<file path="config.mk">
export PLATFORM = sky130hd
export DESIGN_NAME = decoder_nto2n_seq_flat
export DESIGN_NICKNAME = d
export VERILOG_FILES = /design/src/rtl/decoder_nto2n_seq_if.sv /design/src/rtl/decoder_nto2n_seq.sv /design/src/flat_wrapper.sv
export SDC_FILE = /design/constraint.sdc
export NUM_CORES = 1
export LEC_CHECK = 0
export ABC_AREA = 1
export CORE_MARGIN = 5
export CORE_UTILIZATION = 50
export DETAILED_ROUTE_END_ITERATION = 16
export GPL_ROUTABILITY_DRIVEN = 1
export MAX_ROUTING_LAYER = met4
export PLACE_DENSITY = 0.73
export SYNTH_ARGS = -nofsm -noshare
export SYNTH_HDL_FRONTEND = slang
export SYNTH_SLANG_ARGS = --single-unit
export TNS_END_PERCENT = 1
</file>
<file path="constraint.sdc">
create_clock -name clk -period 1.37 [get_ports clk]
set_input_delay 0.137 -clock clk [delete_from_list [all_inputs] [get_ports clk]]
set_output_delay 0.137 -clock clk [all_outputs]
set_load 0.05 [all_outputs]
</file>
<file path="src/rtl/decoder_nto2n_seq_if.sv">
// Command/status bundle for decoder_nto2n_seq.
// Latency: none (wires only).
// Backpressure: none; commands are sampled on every enabled clock edge.
// Ports: en, load, sel, scan_start, scan_stop (controller -> decoder);
//        d, idx, busy, valid and optional wrap (decoder -> controller).
// Macro DEC_WRAP_PULSE_EN adds the wrap status bit.
interface decoder_nto2n_seq_if #(
    parameter int N = 2
);
    localparam int W = 1 << N;

    logic         en;
    logic         load;
    logic [N-1:0] sel;
    logic         scan_start;
    logic         scan_stop;
    logic [W-1:0] d;
    logic [N-1:0] idx;
    logic         busy;
    logic         valid;
`ifdef DEC_WRAP_PULSE_EN
    logic         wrap;

    modport master (output en, load, sel, scan_start, scan_stop,
                    input  d, idx, busy, valid, wrap);
    modport slave  (input  en, load, sel, scan_start, scan_stop,
                    output d, idx, busy, valid, wrap);
`else
    modport master (output en, load, sel, scan_start, scan_stop,
                    input  d, idx, busy, valid);
    modport slave  (input  en, load, sel, scan_start, scan_stop,
                    output d, idx, busy, valid);
`endif
endinterface

</file>
<file path="src/rtl/decoder_nto2n_seq.sv">
// N-to-2^N one-hot decoder with manual hold and timed auto-scan modes.
// Latency: 1 cycle from an enabled command to the registered d/idx/busy/valid.
// Backpressure: none; en=0 freezes all state, scan resumes where it paused.
// Ports: clk, rst (synchronous, active-high); bus (slave modport) carrying
//        en/load/sel/scan_start/scan_stop in and d/idx/busy/valid out.
// Macro DEC_WRAP_PULSE_EN adds a one-cycle wrap pulse when a scan returns to index 0.
module decoder_nto2n_seq #(
    parameter int N     = 2,
    parameter int DWELL = 4
) (
    input  logic               clk,
    input  logic               rst,
    decoder_nto2n_seq_if.slave bus
);
    localparam int W = 1 << N;
    localparam logic [7:0]   CNT_LAST = 8'(DWELL - 1);
    localparam logic [N-1:0] IDX_LAST = {N{1'b1}};
    localparam logic [W-1:0] ONE      = {{(W-1){1'b0}}, 1'b1};

    typedef enum logic [1:0] {
        ST_IDLE = 2'd0,
        ST_HOLD = 2'd1,
        ST_SCAN = 2'd2
    } state_t;

    state_t       state_q, state_d;
    logic [N-1:0] idx_q,   idx_d;
    logic [7:0]   cnt_q,   cnt_d;
    logic [W-1:0] d_q,     d_d;
    logic         busy_q,  busy_d;
    logic         valid_q, valid_d;
`ifdef DEC_WRAP_PULSE_EN
    logic         wrap_q,  wrap_d;
`endif

    always_comb begin
        state_d = state_q;
        idx_d   = idx_q;
        cnt_d   = cnt_q;
`ifdef DEC_WRAP_PULSE_EN
        // Holds with the rest of the state while en is low.
        wrap_d  = wrap_q;
`endif
        if (bus.en) begin
`ifdef DEC_WRAP_PULSE_EN
            wrap_d = 1'b0;
`endif
            if (bus.scan_stop) begin
                state_d = ST_IDLE;
                idx_d   = '0;
                cnt_d   = '0;
            end else begin
                case (state_q)
                    ST_IDLE, ST_HOLD: begin
                        if (bus.scan_start) begin
                            state_d = ST_SCAN;
                            idx_d   = '0;
                            cnt_d   = '0;
                        end else if (bus.load) begin
                            state_d = ST_HOLD;
                            idx_d   = bus.sel;
                        end
                    end
                    ST_SCAN: begin
                        // load and scan_start are deliberately ignored here.
                        if (cnt_q == CNT_LAST) begin
                            cnt_d = '0;
                            idx_d = idx_q + 1'b1;   // natural wrap W-1 -> 0
`ifdef DEC_WRAP_PULSE_EN
                            wrap_d = (idx_q == IDX_LAST);
`endif
                        end else begin
                            cnt_d = cnt_q + 8'd1;
                        end
                    end
                    default: begin
                        state_d = ST_IDLE;
                        idx_d   = '0;
                        cnt_d   = '0;
                    end
                endcase
            end
        end
        // Outputs are decoded from next state so they can be registered.
        d_d     = (state_d == ST_IDLE) ? '0 : (ONE << idx_d);
        busy_d  = (state_d == ST_SCAN);
        valid_d = (state_d != ST_IDLE);
    end

    always_ff @(posedge clk) begin
        if (rst) begin
            state_q <= ST_IDLE;
            idx_q   <= '0;
            cnt_q   <= '0;
            d_q     <= '0;
            busy_q  <= 1'b0;
            valid_q <= 1'b0;
`ifdef DEC_WRAP_PULSE_EN
            wrap_q  <= 1'b0;
`endif
        end else begin
            state_q <= state_d;
            idx_q   <= idx_d;
            cnt_q   <= cnt_d;
            d_q     <= d_d;
            busy_q  <= busy_d;
            valid_q <= valid_d;
`ifdef DEC_WRAP_PULSE_EN
            wrap_q  <= wrap_d;
`endif
        end
    end

    assign bus.d     = d_q;
    assign bus.idx   = idx_q;
    assign bus.busy  = busy_q;
    assign bus.valid = valid_q;
`ifdef DEC_WRAP_PULSE_EN
    assign bus.wrap  = wrap_q;
`endif
endmodule

</file>
<file path="src/flat_wrapper.sv">
// flat-port wrapper written by rule: the top's interface ports become plain ports
module decoder_nto2n_seq_flat 
#(
    parameter int N     = 2,
    parameter int DWELL = 4
)
  (clk, rst, bus_en, bus_load, bus_sel, bus_scan_start, bus_scan_stop, bus_d, bus_idx, bus_busy, bus_valid);
  decoder_nto2n_seq_if #(.N(N)) bus_i ();
  input  logic clk;
  input  logic rst;
  input wire logic [$bits(bus_i.en)-1:0] bus_en;
  input wire logic [$bits(bus_i.load)-1:0] bus_load;
  input wire logic [$bits(bus_i.sel)-1:0] bus_sel;
  input wire logic [$bits(bus_i.scan_start)-1:0] bus_scan_start;
  input wire logic [$bits(bus_i.scan_stop)-1:0] bus_scan_stop;
  output wire logic [$bits(bus_i.d)-1:0] bus_d;
  output wire logic [$bits(bus_i.idx)-1:0] bus_idx;
  output wire logic [$bits(bus_i.busy)-1:0] bus_busy;
  output wire logic [$bits(bus_i.valid)-1:0] bus_valid;
  assign bus_i.en = bus_en;
  assign bus_i.load = bus_load;
  assign bus_i.sel = bus_sel;
  assign bus_i.scan_start = bus_scan_start;
  assign bus_i.scan_stop = bus_scan_stop;
  assign bus_d = bus_i.d;
  assign bus_idx = bus_i.idx;
  assign bus_busy = bus_i.busy;
  assign bus_valid = bus_i.valid;
  decoder_nto2n_seq #(.N(N), .DWELL(DWELL)) u_core (.clk(clk), .rst(rst), .bus(bus_i));
endmodule
</file>
==> reports/qor.txt, run 1 <==
fin cells - 175
vias - 911
Setup CP Type - flip-flop to flip-flop
RSZ-0062 raised after global routing - yes
crit-path max cell delay - 0.36 ns
CP cell instances - ha_4, inv_1, nor2_2, nand3_1, nand3_1, nand2_2, a21oi_2, nor2_1
num rows - 15
Detail Route Antenna Nets - 0
Wirelength per Cell - 12.2 µm
Yosys cell types - 23
f_max - 744 MHz
Pins Over Slew Limit - 0
dpl ws - -0.149 ns
outcome - finished clean
dpl cell area - 0.00115 mm²
clk_lat worst skew - 0.29 ns
# port buffers - 15
worst-path fanout max - 3
Final setup viols - 0
Mapped Cells - 126
Fillers - 135
largest net degree at the start of global routing - 11
startpoint types - flip-flop
Seq/Total Area, Yosys - 41.3%
Die H - 51.8 µm
post-synthesis async set-or-reset flop share - 0%
WP data required - 1.55 ns
Longest Clk Path Bufs - 2
dpl cells - 172
first-pass GRT wire length - 3.57 mm
die extent in x - 51.8 µm
Initial DRC Count - 17
initial antenna violation count - 0
area leader, netlist - dfxtp_1
ANT cells - 0
Synth warnings - 0
DIE AREA - 0.00268 mm²
crit path DAT - 1.53 ns
cell area after synthesis - 872 µm²
total negative slack - 0 ns
CTS tree - built
Ports - 16
worst setup margin - 0.0256 ns
Lkg Pwr - 0.555 nW
design area - 0.00121 mm²
top cells by area, synth - dfxtp_1, nand2_1, nor2_1
Synth top area share - 41.3%
Core ar. - 0.00169 mm²
GRT Overall Usage - 18.4%
# DRC - 0
WL final - 2.13 mm
H-tree depth - 1
placed wire-length estimate - 1.71 mm
CP top delay family - simple AND/OR/NAND/NOR gates
Synth-to-Final Area Change - 38.6%
clock sink count - 18
Starting Density - 51.6%
Synth Flop Type - dfxtp_1
Max-cap violations - 0
Post-synth EDFFs - 0
final net count - 169
Detailed Routing Iterations Pass 1 - 4
Tcrit/Tclk final - 98.1%
Slowest-stage cell, CP - dfxtp_2
Crit. End Element - flip-flop
vias in the first global route - 837
layout cells sized above 1 - 29.1%
post-route minimum period - 1.34 ns
total gr overflow - 0
Max VDD drop - 748 µV
skew final - 0.0112 ns
Worst path most repeated cell - nand3_1
CTS root buffer - clkbuf_4
vias per std cell - 5.21
Worst-path clk slew - 0.10 ns
syn_area_per_cell - 6.92 µm²
cts hold-fix bufs - 0
CTS Buf Count - 3
HP Class - primary input to flip-flop
Placer Congestion - 0.903
Net Count, Synth - 135
CP bufs+invs - 1
Core Util, Final - 71.6%
Cell Pwr Density - 808 mW/mm²
flops & latches, synth - 18
headroom to the max-slew limit - 80.7%
Worst Max-Slew Pin Slew - 0.287 ns
Hold Fails Final Rpt - 0
synthesized netlist by cell type (2+ instances only):
cell,number
a21oi_1,6
nor3b_1,2
nand2_1,35
nor2_2,3
inv_2,3
o21ai_0,3
nor2_1,17
nand3_1,8
inv_1,15
o211ai_1,2
nor3_1,3
dfxtp_1,18
state kept, by name, summed over array words and instances, names as in the netlist:
name / flops
u_core.cnt_q: 8
u_core.bus.d: 4
u_core.bus.idx: 2
u_core.state_q: 2
u_core.bus.busy: 1
u_core.bus.valid: 1
power by group:
group | total (mW) | leakage [nW] | internal (mW) | switching (mW)
logic | 0.176 | 0.393 | 0.0761 | 0.100
registers | 0.546 | 0.148 | 0.537 | 0.00873
clock network | 0.255 | 0.0138 | 0.102 | 0.153
stage by stage:
stage               hold WS (ns)  total power [mW]
floorplan                  0.199             0.648
global route               0.528              1.03
detailed placement         0.517             0.726
CTS                        0.511             0.981
finish                     0.513             0.977
global placement           0.516             0.725
what timing repair did:
item                                    4_1_cts  5_1_grt
resized for setup                             6        5
hold endpoints to repair                      0        0
endpoints found under the setup margin        6       14
buffers inserted                              0        0
pin swaps                                     0        3
cells in the final DEF (no fill, tap or decap), types with 4 or more instances in the layout:
cell / netlist / routed
buf_4: 0 / 21
a21oi_1: 6 / 5
nor2_2: 3 / 4
nand2_1: 35 / 32
clkdlybuf4s50_1: 0 / 7
dfxtp_2: 0 / 4
inv_1: 15 / 15
dfxtp_1: 18 / 14
nand3_1: 8 / 8
nor2_1: 17 / 16
layout make-up:
type	instances	area (µm²)	share of cell area (%)
Multi-Input combinational cell	89	464	38.4
Sequential cell	18	365	30.2
Timing Repair Buffer	30	268	22.2
Inverter	18	67.6	5.59
Clock buffer	3	22.5	1.86
Tap cell	17	21.3	1.76
cell families after synthesis:
logic type               after synthesis  share of synthesized area, %
XOR/XNOR                               1                          1.00
AND/OR/NAND/NOR                       71                          35.2
flip-flops                            18                          41.3
AO/OA/AOI/OAI                         16                          12.1
buffers and inverters                 19                          9.04
adder cells (fa/ha/maj)                1                          1.43
per-layer routing:
metal / GRT usage (%) / part of all wire [%]
met5: - / 0
met4: 6.99 / 1.7
met3: 4.30 / 4.5
met2: 27.5 / 46
met1: 23.9 / 48
final timing paths:
path	start	end	slack, ns	cells past startpoint
setup / recovery	u_core.cnt_q[0]$_SDFFE_PP0P_	u_core.bus.d[1]$_SDFF_PP0_	0.03	8
hold reg to reg	u_core.cnt_q[6]$_SDFFE_PP0P_	u_core.cnt_q[6]$_SDFFE_PP0P_	0.55	2
hold / removal	rst	u_core.state_q[0]$_SDFF_PP0_	0.51	2
setup reg to reg	u_core.cnt_q[0]$_SDFFE_PP0P_	u_core.bus.d[1]$_SDFF_PP0_	0.03	8
(Power assumes the default switching activity.)
==> run 2: changes to the inputs <==
Settings changed: CORE_MARGIN 5 to 4, CORE_UTILIZATION 50 to 45, PLACE_DENSITY 0.73 to 0.69, TNS_END_PERCENT 1 to 30.
Clock period 1.37 ns to 1.2 ns, I/O delays scaled along.
==> reports/qor.txt, run 2 (synthesis results as in run 1) <==
outcome - finished, violations left
failing checks - setup timing
worst r2r path cells - 7
CP Depth - 7
worst setup margin - -0.150 ns
Worst-path clk slew - 0.11 ns
Setup CP Type - primary input to flip-flop
Die H - 52.0 µm
clock sink count - 18
largest net degree at the start of global routing - 11
total negative slack - -1.57 ns
Tcrit/Tclk final - 112%
CTS Buf Count - 3
Worst Max-Slew Pin Slew - 0.273 ns
GRT Overall Usage - 22.4%
# port buffers - 15
skew final - 0.00445 ns
Slowest-stage cell, CP - clkdlybuf4s50_1
max reg flops - 8
Crit. End Element - flip-flop
CTS root buffer - clkbuf_4
Initial DRC Count - 24
first-pass GRT wire length - 4.27 mm
Longest Clk Path Bufs - 2
WL final - 2.80 mm
crit path to - u_core.bus.d[1]$_SDFF_PP0_
DIE AREA - 0.00271 mm²
vias - 1029
clk_lat worst skew - 0.30 ns
Detailed Routing Iterations Pass 1 - 4
vias per std cell - 5.20
Core ar. - 0.00178 mm²
total gr overflow - 0
Synth-to-Final Area Change - 72.6%
worst-path fanout max - 4
post-route minimum period - 1.35 ns
commonest non-fill, non-tap cell in the layout - buf_4
Starting Density - 48.9%
num rows - 15
Max VDD drop - 1080 µV
Final setup viols - 16
die extent in x - 52.0 µm
Placer Congestion - 0.872
Core Util, Final - 84.4%
CP cell instances - clkdlybuf4s50_1, inv_2, o21bai_1, nand2_1, o21ai_2, nand3_1, nor2_1
CTS tree - built
Wirelength per Cell - 14.2 µm
crit path from - bus_en
Cell Pwr Density - 825 mW/mm²
WP data required - 1.44 ns
initial antenna violation count - 0
ANT cells - 0
Pins Over Slew Limit - 0
RSZ-0062 raised after global routing - yes
crit path DAT - 1.59 ns
startpoint types - primary input
commonest non-fill, non-tap cells in the layout - buf_4, nand2_1, inv_1, nor2_1, dfxtp_1
placed wire-length estimate - 1.80 mm
H-tree depth - 1
layout cells sized above 1 - 46.8%
Detail Route Antenna Nets - 0
Reg2Reg Launch Point - u_core.state_q[1]$_SDFF_PP0_
crit-path max cell delay - 0.49 ns
CP bufs+invs - 2
reg2reg setup slack - -0.14 ns
headroom to the max-slew limit - 81.7%
cts hold-fix bufs - 0
CP top delay family - buffers and inverters
# DRC - 0
Hold Fails Final Rpt - 0
vias in the first global route - 974
HP Class - primary input to flip-flop
final net count - 183
reg2reg end - u_core.bus.d[1]$_SDFF_PP0_
Ports - 16
Max-cap violations - 0
Top reg by flops - u_core.cnt_q
Lkg Pwr - 0.669 nW
f_max - 741 MHz
==> run 2: cell count changes in the layout (fill, tap and decap cells not counted), moves of 4 or more <==
cell,change
nand2_2,+5
buf_12,+7
nand2_1,-6
nor2_1,-4
buf_4,+7
==> run 2: worst min path at each step <==
stage	from	to	slack, ns	cells past startpoint
after global routing	bus_scan_stop	u_core.bus.d[2]$_SDFF_PP0_	0.43	6
after global placement	u_core.cnt_q[1]$_SDFFE_PP0P_	u_core.cnt_q[1]$_SDFFE_PP0P_	0.48	2
after floorplan	rst	u_core.bus.idx[1]$_SDFF_PP0_	0.18	1
after detailed placement	u_core.cnt_q[1]$_SDFFE_PP0P_	u_core.cnt_q[1]$_SDFFE_PP0P_	0.48	2
final	bus_scan_stop	u_core.bus.d[2]$_SDFF_PP0_	0.40	6
after CTS	u_core.cnt_q[1]$_SDFFE_PP0P_	u_core.cnt_q[1]$_SDFFE_PP0P_	0.49	2
==> run 2: repair_timing <==
action / 4_1_cts / 5_1_grt
gates resized for setup: 19 / 14
hold endpoints to repair: 0 / 0
setup endpoints to repair: 15 / 17
setup buffers: 5 / 2
gates cloned: 0 / 0
pin swaps: 9 / 6
==> run 2: final cells by class <==
type,instances,area (µm²)
multi-input combinational,89,544
timing repair buffer,44,463
sequential,18,370
fill,97,278
inverter,18,70.1
tap,25,31.3
clock buffer,4,26.3
==> run 2: report_power, final <==
part | switching (mW) | internal [mW] | leakage, nW
sequential | 0.0154 | 0.612 | 0.149
clock | 0.204 | 0.130 | 0.0150
combinational | 0.140 | 0.141 | 0.505
==> run 2: worst reg2reg max path, stage by stage, from the launching register on <==
cell and delay (ns):
dfxtp_2 0.36, nor2_4 0.14, a21oi_4 0.09, inv_4 0.11, nand2_1 0.11, o21ai_2 0.25
nand3_1 0.14, nor2_1 0.11
==> run 2: routing by layer <==
metal,up-vias,routed length (µm),GRT usage [%]
met2,44,1400,39.3
li1,501,-,-
met5,-,0,-
met1,476,1150,23.2
met4,0,81,13.1
met3,8,175,4.01
==> run 2: metrics by stage <==
| step | instances | power, mW | hold slack [ns] | setup slack (ns) | cell area [µm²] |
|---|---|---|---|---|---|
| finish | 198 | 1.24 | 0.401 | -0.150 | 1510 |
| global route | 198 | 1.29 | 0.432 | -0.264 | 1510 |
| CTS | 196 | 1.22 | 0.494 | -0.142 | 1450 |
| floorplan | 126 | 0.742 | 0.182 | 0.0141 | 897 |
| detailed placement | 187 | 0.867 | 0.483 | -0.394 | 1310 |
| global placement | 187 | 0.862 | 0.479 | -0.353 | 1310 |
